<file path="src/rtl/diag_log_pkg.sv">
// rtl/diag_log_pkg.sv - shared types and widths for the diagnostic log scheduler
package diag_log_pkg;

   localparam int NREQ_MAX = 8;
   localparam int PAGE_W   = 8;
   localparam int VALUE_W  = 16;
   localparam int CNT_W    = 16;

   typedef enum logic [2:0] {
      ST_IDLE      = 3'd0,
      ST_ISSUE     = 3'd1,
      ST_WAIT_BUSY = 3'd2,
      ST_WAIT_DONE = 3'd3,
      ST_GAP       = 3'd4
   } state_t;

endpackage

</file>
<file path="src/rtl/rr_pick.sv">
// rtl/rr_pick.sv - round-robin pick starting one past the last granted index
module rr_pick
   import diag_log_pkg::*;
#(
   parameter int NREQ = 4
)(
   input  logic [NREQ-1:0] i_req,
   input  logic [2:0]      i_last,
   output logic [NREQ-1:0] o_grant,
   output logic [2:0]      o_idx,
   output logic            o_any
);

   logic [NREQ_MAX-1:0] w_req8;
   logic [3:0]          w_pos;

   // i_last is always below NREQ, so one conditional subtract is enough to wrap
   always_comb begin
      w_req8            = '0;
      w_req8[NREQ-1:0]  = i_req;
      w_pos             = '0;
      o_idx             = '0;
      o_any             = 1'b0;
      for (int k = 1; k <= NREQ; k++) begin
         w_pos = {1'b0, i_last} + 4'(k);
         if (w_pos >= 4'(NREQ)) begin
            w_pos = w_pos - 4'(NREQ);
         end
         if (!o_any && w_req8[w_pos[2:0]]) begin
            o_any = 1'b1;
            o_idx = w_pos[2:0];
         end
      end
   end

   always_comb begin
      o_grant = '0;
      for (int i = 0; i < NREQ; i++) begin
         o_grant[i] = o_any && (o_idx == 3'(i));
      end
   end

endmodule

</file>
<file path="src/rtl/diag_log_scheduler.sv">
// rtl/diag_log_scheduler.sv - arbitrates diagnostic samples onto a single busy-handshaked logger
module diag_log_scheduler
   import diag_log_pkg::*;
#(
   parameter int                NREQ              = 4,
   parameter int                MIN_GAP           = 16,
   parameter int                BUSY_TIMEOUT      = 64,
   parameter logic [CNT_W-1:0]  TIMEOUT_CNT_RESET = '0
)(
   input  logic                      clk,
   input  logic                      reset,
   input  logic [NREQ-1:0]           req_valid,
   input  logic [NREQ*PAGE_W-1:0]    req_page,
   input  logic [NREQ*VALUE_W-1:0]   req_value,
   output logic [NREQ-1:0]           req_ready,
   input  logic                      i2c_busy,
   output logic                      log_new,
   output logic [PAGE_W-1:0]         log_page,
   output logic [VALUE_W-1:0]        log_value,
   output logic [2:0]                grant_idx,
   output logic                      sched_busy,
   output logic [CNT_W-1:0]          timeout_cnt
);

   state_t               r_state;
   state_t               w_next;
   logic [CNT_W-1:0]     r_cnt;
   logic [CNT_W-1:0]     r_timeout_cnt;
   logic [PAGE_W-1:0]    r_log_page;
   logic [VALUE_W-1:0]   r_log_value;
   logic [2:0]           r_grant_idx;
   logic [2:0]           r_last_grant;

   logic [NREQ-1:0]      w_grant;
   logic [2:0]           w_pick_idx;
   logic                 w_any;
   logic                 w_accept;
   logic                 w_busy_timeout;
   logic                 w_gap_done;
   logic                 w_timeout_hit;
   logic [PAGE_W-1:0]    w_sel_page;
   logic [VALUE_W-1:0]   w_sel_value;

   rr_pick #(.NREQ(NREQ)) u_rr_pick (
      .i_req   (req_valid),
      .i_last  (r_last_grant),
      .o_grant (w_grant),
      .o_idx   (w_pick_idx),
      .o_any   (w_any)
   );

   // Reset gates the accept so a held requester is never granted while reset is high
   assign w_accept       = (r_state == ST_IDLE) && !reset && !i2c_busy && w_any;
   assign w_busy_timeout = (17'(r_cnt) + 17'd1) >= 17'(BUSY_TIMEOUT);
   assign w_gap_done     = (17'(r_cnt) + 17'd1) >= 17'(MIN_GAP);
   assign w_timeout_hit  = (r_state == ST_WAIT_BUSY) && !i2c_busy && w_busy_timeout;

   always_comb begin
      w_sel_page  = '0;
      w_sel_value = '0;
      for (int i = 0; i < NREQ; i++) begin
         if (w_grant[i]) begin
            w_sel_page  = req_page[i*PAGE_W +: PAGE_W];
            w_sel_value = req_value[i*VALUE_W +: VALUE_W];
         end
      end
   end

   always_ff @(posedge clk) begin
      if (reset) begin
         r_state <= ST_IDLE;
      end else begin
         r_state <= w_next;
      end
   end

   always_comb begin
      w_next = r_state;
      case (r_state)
         ST_IDLE:      if (w_accept) w_next = ST_ISSUE;
         ST_ISSUE:     w_next = ST_WAIT_BUSY;
         ST_WAIT_BUSY: begin
            if (i2c_busy) begin
               w_next = ST_WAIT_DONE;
            end else if (w_busy_timeout) begin
               w_next = ST_GAP;
            end
         end
         ST_WAIT_DONE: if (!i2c_busy) w_next = ST_GAP;
         ST_GAP:       if (w_gap_done) w_next = ST_IDLE;
         default:      w_next = ST_IDLE;
      endcase
   end

   always_comb begin
      req_ready  = w_accept ? w_grant : '0;
      log_new    = (r_state == ST_ISSUE);
      sched_busy = (r_state != ST_IDLE);
   end

   // Cycle counter restarts on every state change; only WAIT_BUSY and GAP consult it
   always_ff @(posedge clk) begin
      if (reset) begin
         r_cnt         <= '0;
         r_timeout_cnt <= TIMEOUT_CNT_RESET;
         r_log_page    <= '0;
         r_log_value   <= '0;
         r_grant_idx   <= '0;
         r_last_grant  <= 3'(NREQ - 1);
      end else begin
         if (w_next != r_state) begin
            r_cnt <= '0;
         end else if (r_cnt != '1) begin
            r_cnt <= r_cnt + 16'd1;
         end
         if (w_timeout_hit && (r_timeout_cnt != '1)) begin
            r_timeout_cnt <= r_timeout_cnt + 16'd1;
         end
         if (w_accept) begin
            r_log_page   <= w_sel_page;
            r_log_value  <= w_sel_value;
            r_grant_idx  <= w_pick_idx;
            r_last_grant <= w_pick_idx;
         end
      end
   end

   assign log_page    = r_log_page;
   assign log_value   = r_log_value;
   assign grant_idx   = r_grant_idx;
   assign timeout_cnt = r_timeout_cnt;

endmodule

</file>
<file path="config.mk">
export PLATFORM = sky130hd
export DESIGN_NAME = diag_log_scheduler
export DESIGN_NICKNAME = d
export VERILOG_FILES = /design/src/rtl/diag_log_pkg.sv /design/src/rtl/rr_pick.sv /design/src/rtl/diag_log_scheduler.sv
export SDC_FILE = /design/constraint.sdc
export NUM_CORES = 1
export LEC_CHECK = 0
export CAP_MARGIN = 20
export CELL_PAD_IN_SITES_DETAIL_PLACEMENT = 1
export CELL_PAD_IN_SITES_GLOBAL_PLACEMENT = 1
export CORE_MARGIN = 2
export CORE_UTILIZATION = 32
export DETAILED_ROUTE_END_ITERATION = 12
export HOLD_SLACK_MARGIN = 0.12
export PLACE_DENSITY_LB_ADDON = 0.1
export SLEW_MARGIN = 10
export SYNTH_ARGS = -nofsm -noshare
export SYNTH_HDL_FRONTEND = slang
export SYNTH_SLANG_ARGS = --single-unit
export TNS_END_PERCENT = 20
</file>
<file path="constraint.sdc">
create_clock -name clk -period 4.7 [get_ports clk]
set_input_delay 1.41 -clock clk [delete_from_list [all_inputs] [get_ports clk]]
set_output_delay 1.41 -clock clk [all_outputs]
set_load 0.01 [all_outputs]
</file>
==> results.json <==
{
  "status": "complete, no violations",
  "cts_buffers": 9,
  "clk_latency_ps": 330,
  "start_kind": "input pin",
  "rows": 40,
  "fp.dieH_um": 116,
  "grt_overflow": 0,
  "postLayoutCellArea_mm2": 0.00623,
  "end_kind": "primary output",
  "final_cells": 789,
  "layout.nets": 724,
  "syn_nets": 565,
  "period_needed_ps": 4630,
  "dr_total_vias": 4267,
  "grt_setup_unrepaired": "true",
  "layout_common_cells": "clkdlybuf4s50_1 (143), dfxtp_1 (64), nor2_1 (47), buf_4 (33), mux2_2 (30)",
  "synthDistinctLibCells": 63,
  "top_usage_layer": "met2",
  "seqPwrFrac": 0.324,
  "grt_use_met1": 0.257,
  "cts.sink_count": 64,
  "pwr_density_cell_mw_per_mm2": 310,
  "cts-root-buf": "clkbuf_16",
  "hp-class": "reg2reg",
  "regArea_mm2": 0.00128,
  "drt_iter0_markers": 208,
  "initial_utilization": 0.330,
  "critPathRequiredTime_ps": 3290,
  "synth-edff-count": 0,
  "max-cap-violations": 0,
  "diodes": 0,
  "yosysWarningCount": 0,
  "dpl_cell_area_mm2": 0.00581,
  "die_w_um": 116,
  "leakage_nw": 2.26,
  "path_max_fanout": 3,
  "p_int_mw": 1.36,
  "hold_violations": 0,
  "cts_tree": "done",
  "ctsLongestPathBuffers": 2,
  "h-tree-depth": 3,
  "coreArea_mm2": 0.0121,
  "critical_path.cell_chain": "buf_6 -> mux4_2 -> o21a_1 -> or2_1 -> a222oi_1 -> buf_4 -> buf_6 -> o31ai_4 -> nor2b_1 -> buf_2",
  "synthFlopType": "dfxtp_1",
  "maxSlewViolCount": 0,
  "finalSetupViolations": 0,
  "switching_share": 0.294,
  "slowest_delay_ps": 470,
  "pwr-share-comb": 0.321,
  "ir_drop_v": 0.000156,
  "wl_per_cell_um": 18.1,
  "grt_pass1_vias": 4324,
  "io_buffers": 151,
  "syn_inst": 457,
  "met3_usage": 0.0764,
  "viasPerCell": 5.41,
  "ios": 152,
  "fmax_ghz": 0.216,
  "finalCritPeriodShare": 0.984,
  "area_delta_synth_final_pct": 56.1,
  "post-route-util": 0.515,
  "postCtsHoldBufs": 0,
  "max_slew_margin": 0.326,
  "dp_cells": 767,
  "path_clk_slew_ps": 60,
  "fin_worst_skew_ps": 8.69,
  "drt_wl_total_um": 14300,
  "cp_data_arrival_time_ps": 3220,
  "switchingPower_mw": 0.569,
  "met2_usage": 0.363,
  "synth_area_mm2": 0.00399,
  "layout_commonest_cell": "clkdlybuf4s50_1",
  "crit_top_cell": "buf_6",
  "antenna_found_initial": 0,
  "tightest_slew_ps": 1010,
  "crit_type": "in2out",
  "gp_congestion": 0.802,
  "grt_max_degree": 46,
  "yosysSeqAreaShare": 0.321,
  "grt_first_pass_wirelength_um": 22500,
  "layout-drive-gt1-share": 0.205,
  "synth_area_per_cell_um2": 8.74,
  "slowest_stage": "mux4_2",
  "ant_nets": 0,
  "multi_input_area_mm2": 0.00263,
  "track_usage": 0.214,
  "fillers": 1419,
  "post-dp-hpwl_um": 10400,
  "ys_ff_latch": 64,
  "async_flop_share": 0,
  "die_area_mm2": 0.0134,
  "reg2reg_setup_slack_ps": 740,
  "drc": 0,
  "clkPwrFrac": 0.356,
  "drt_first_pass_iters": 5
}
-- power by group through the flow --
stage	combinational [mW]	sequential, mW	clock (mW)
detailed placement	0.598	0.635	0
global route	0.671	0.633	0.727
global placement	0.590	0.634	0
floorplan	0.275	0.653	0
finish	0.621	0.626	0.687
CTS	0.616	0.625	0.704
-- Yosys cell counts (7+ instances only) --
library cell / count / share of area
nor4_1: 12 / 0.019
buf_2: 12 / 0.015
mux2_2: 30 / 0.085
xnor2_1: 12 / 0.026
dfxtp_1: 64 / 0.32
nand2_1: 20 / 0.019
or3_1: 12 / 0.019
nor2_1: 48 / 0.045
nor3_1: 11 / 0.014
nor2b_1: 9 / 0.014
nand4_1: 10 / 0.016
and3_1: 7 / 0.011
a221o_1: 24 / 0.060
a22oi_1: 24 / 0.045
nand3_1: 14 / 0.018
mux2i_1: 9 / 0.023
o21ai_0: 15 / 0.019
a21oi_1: 14 / 0.018
clkbuf_1: 23 / 0.022
inv_1: 8 / 0.0075
-- critical path: cells and delay by family --
family	cells	cell delay, ps
mux	1	470
buf+inv	4	540
simple gates	2	340
compound gates	3	460
-- sequential cells by signal (all words and copies together) (netlist names) --
name	cells
timeout_cnt	16
grant_idx	3
log_page	8
r_state	3
log_value	16
r_last_grant	2
r_cnt	16
-- metrics by stage --
stage	hold slack, ps	power (mW)	setup slack [ps]	setup TNS, ps
6_report	459	1.93	74.0	0
5_1_grt	468	2.03	-41.9	-43.1
4_1_cts	458	1.94	71.2	0
3_5_place_dp	445	1.23	-624	-2450
3_3_place_gp	434	1.22	-622	-2340
2_1_floorplan	467	0.928	-14.4	-14.4
-- routing by layer --
layer | up-vias | wire, um
met4 | 0 | 161
li1 | 2063 | -
met5 | - | 0
met3 | 13 | 1080
met2 | 123 | 7060
met1 | 2068 | 5980
-- path summary, 6_finish.rpt --
path | from | cells after the start | end
max | req_valid[0] | 10 | req_ready[1]
min | grant_idx[0]$_SDFFE_PP0P_ | 2 | grant_idx[0]$_SDFFE_PP0P_
max reg2reg | r_cnt[0]$_SDFFE_PP0N_ | 8 | r_cnt[4]$_SDFFE_PP0N_
min reg2reg | grant_idx[0]$_SDFFE_PP0P_ | 2 | grant_idx[0]$_SDFFE_PP0P_
-- timing repair --
item / in CTS / in global routing
endpoints found under the hold margin: 0 / 0
endpoints found under the setup margin: 4 / 3
setup buffers: 4 / 2
gates resized for setup: 39 / 13
pin swaps: 4 / 6
-- area by class of cell --
type	count	area share
Clock buffer	10	0.0383
Clock inverter	6	0.0108
Inverter	8	0.00482
Multi-Input combinational cell	347	0.422
Sequential cell	64	0.206
Tap cell	168	0.0337
Timing Repair Buffer	186	0.284
-- cells by family (layout without fill, tap and decap cells) --
family,after synthesis,in the layout,share of synthesized area
XOR/XNOR,14,14,0.0307
AO/OA/AOI/OAI,118,118,0.238
flip-flops,64,64,0.321
AND/OR/NAND/NOR,169,169,0.227
buffers and inverters,46,210,0.0489
multiplexers,41,41,0.118
adder cells (fa/ha/maj),5,5,0.0157
Note: power is estimated with default switching activity, not from simulation.
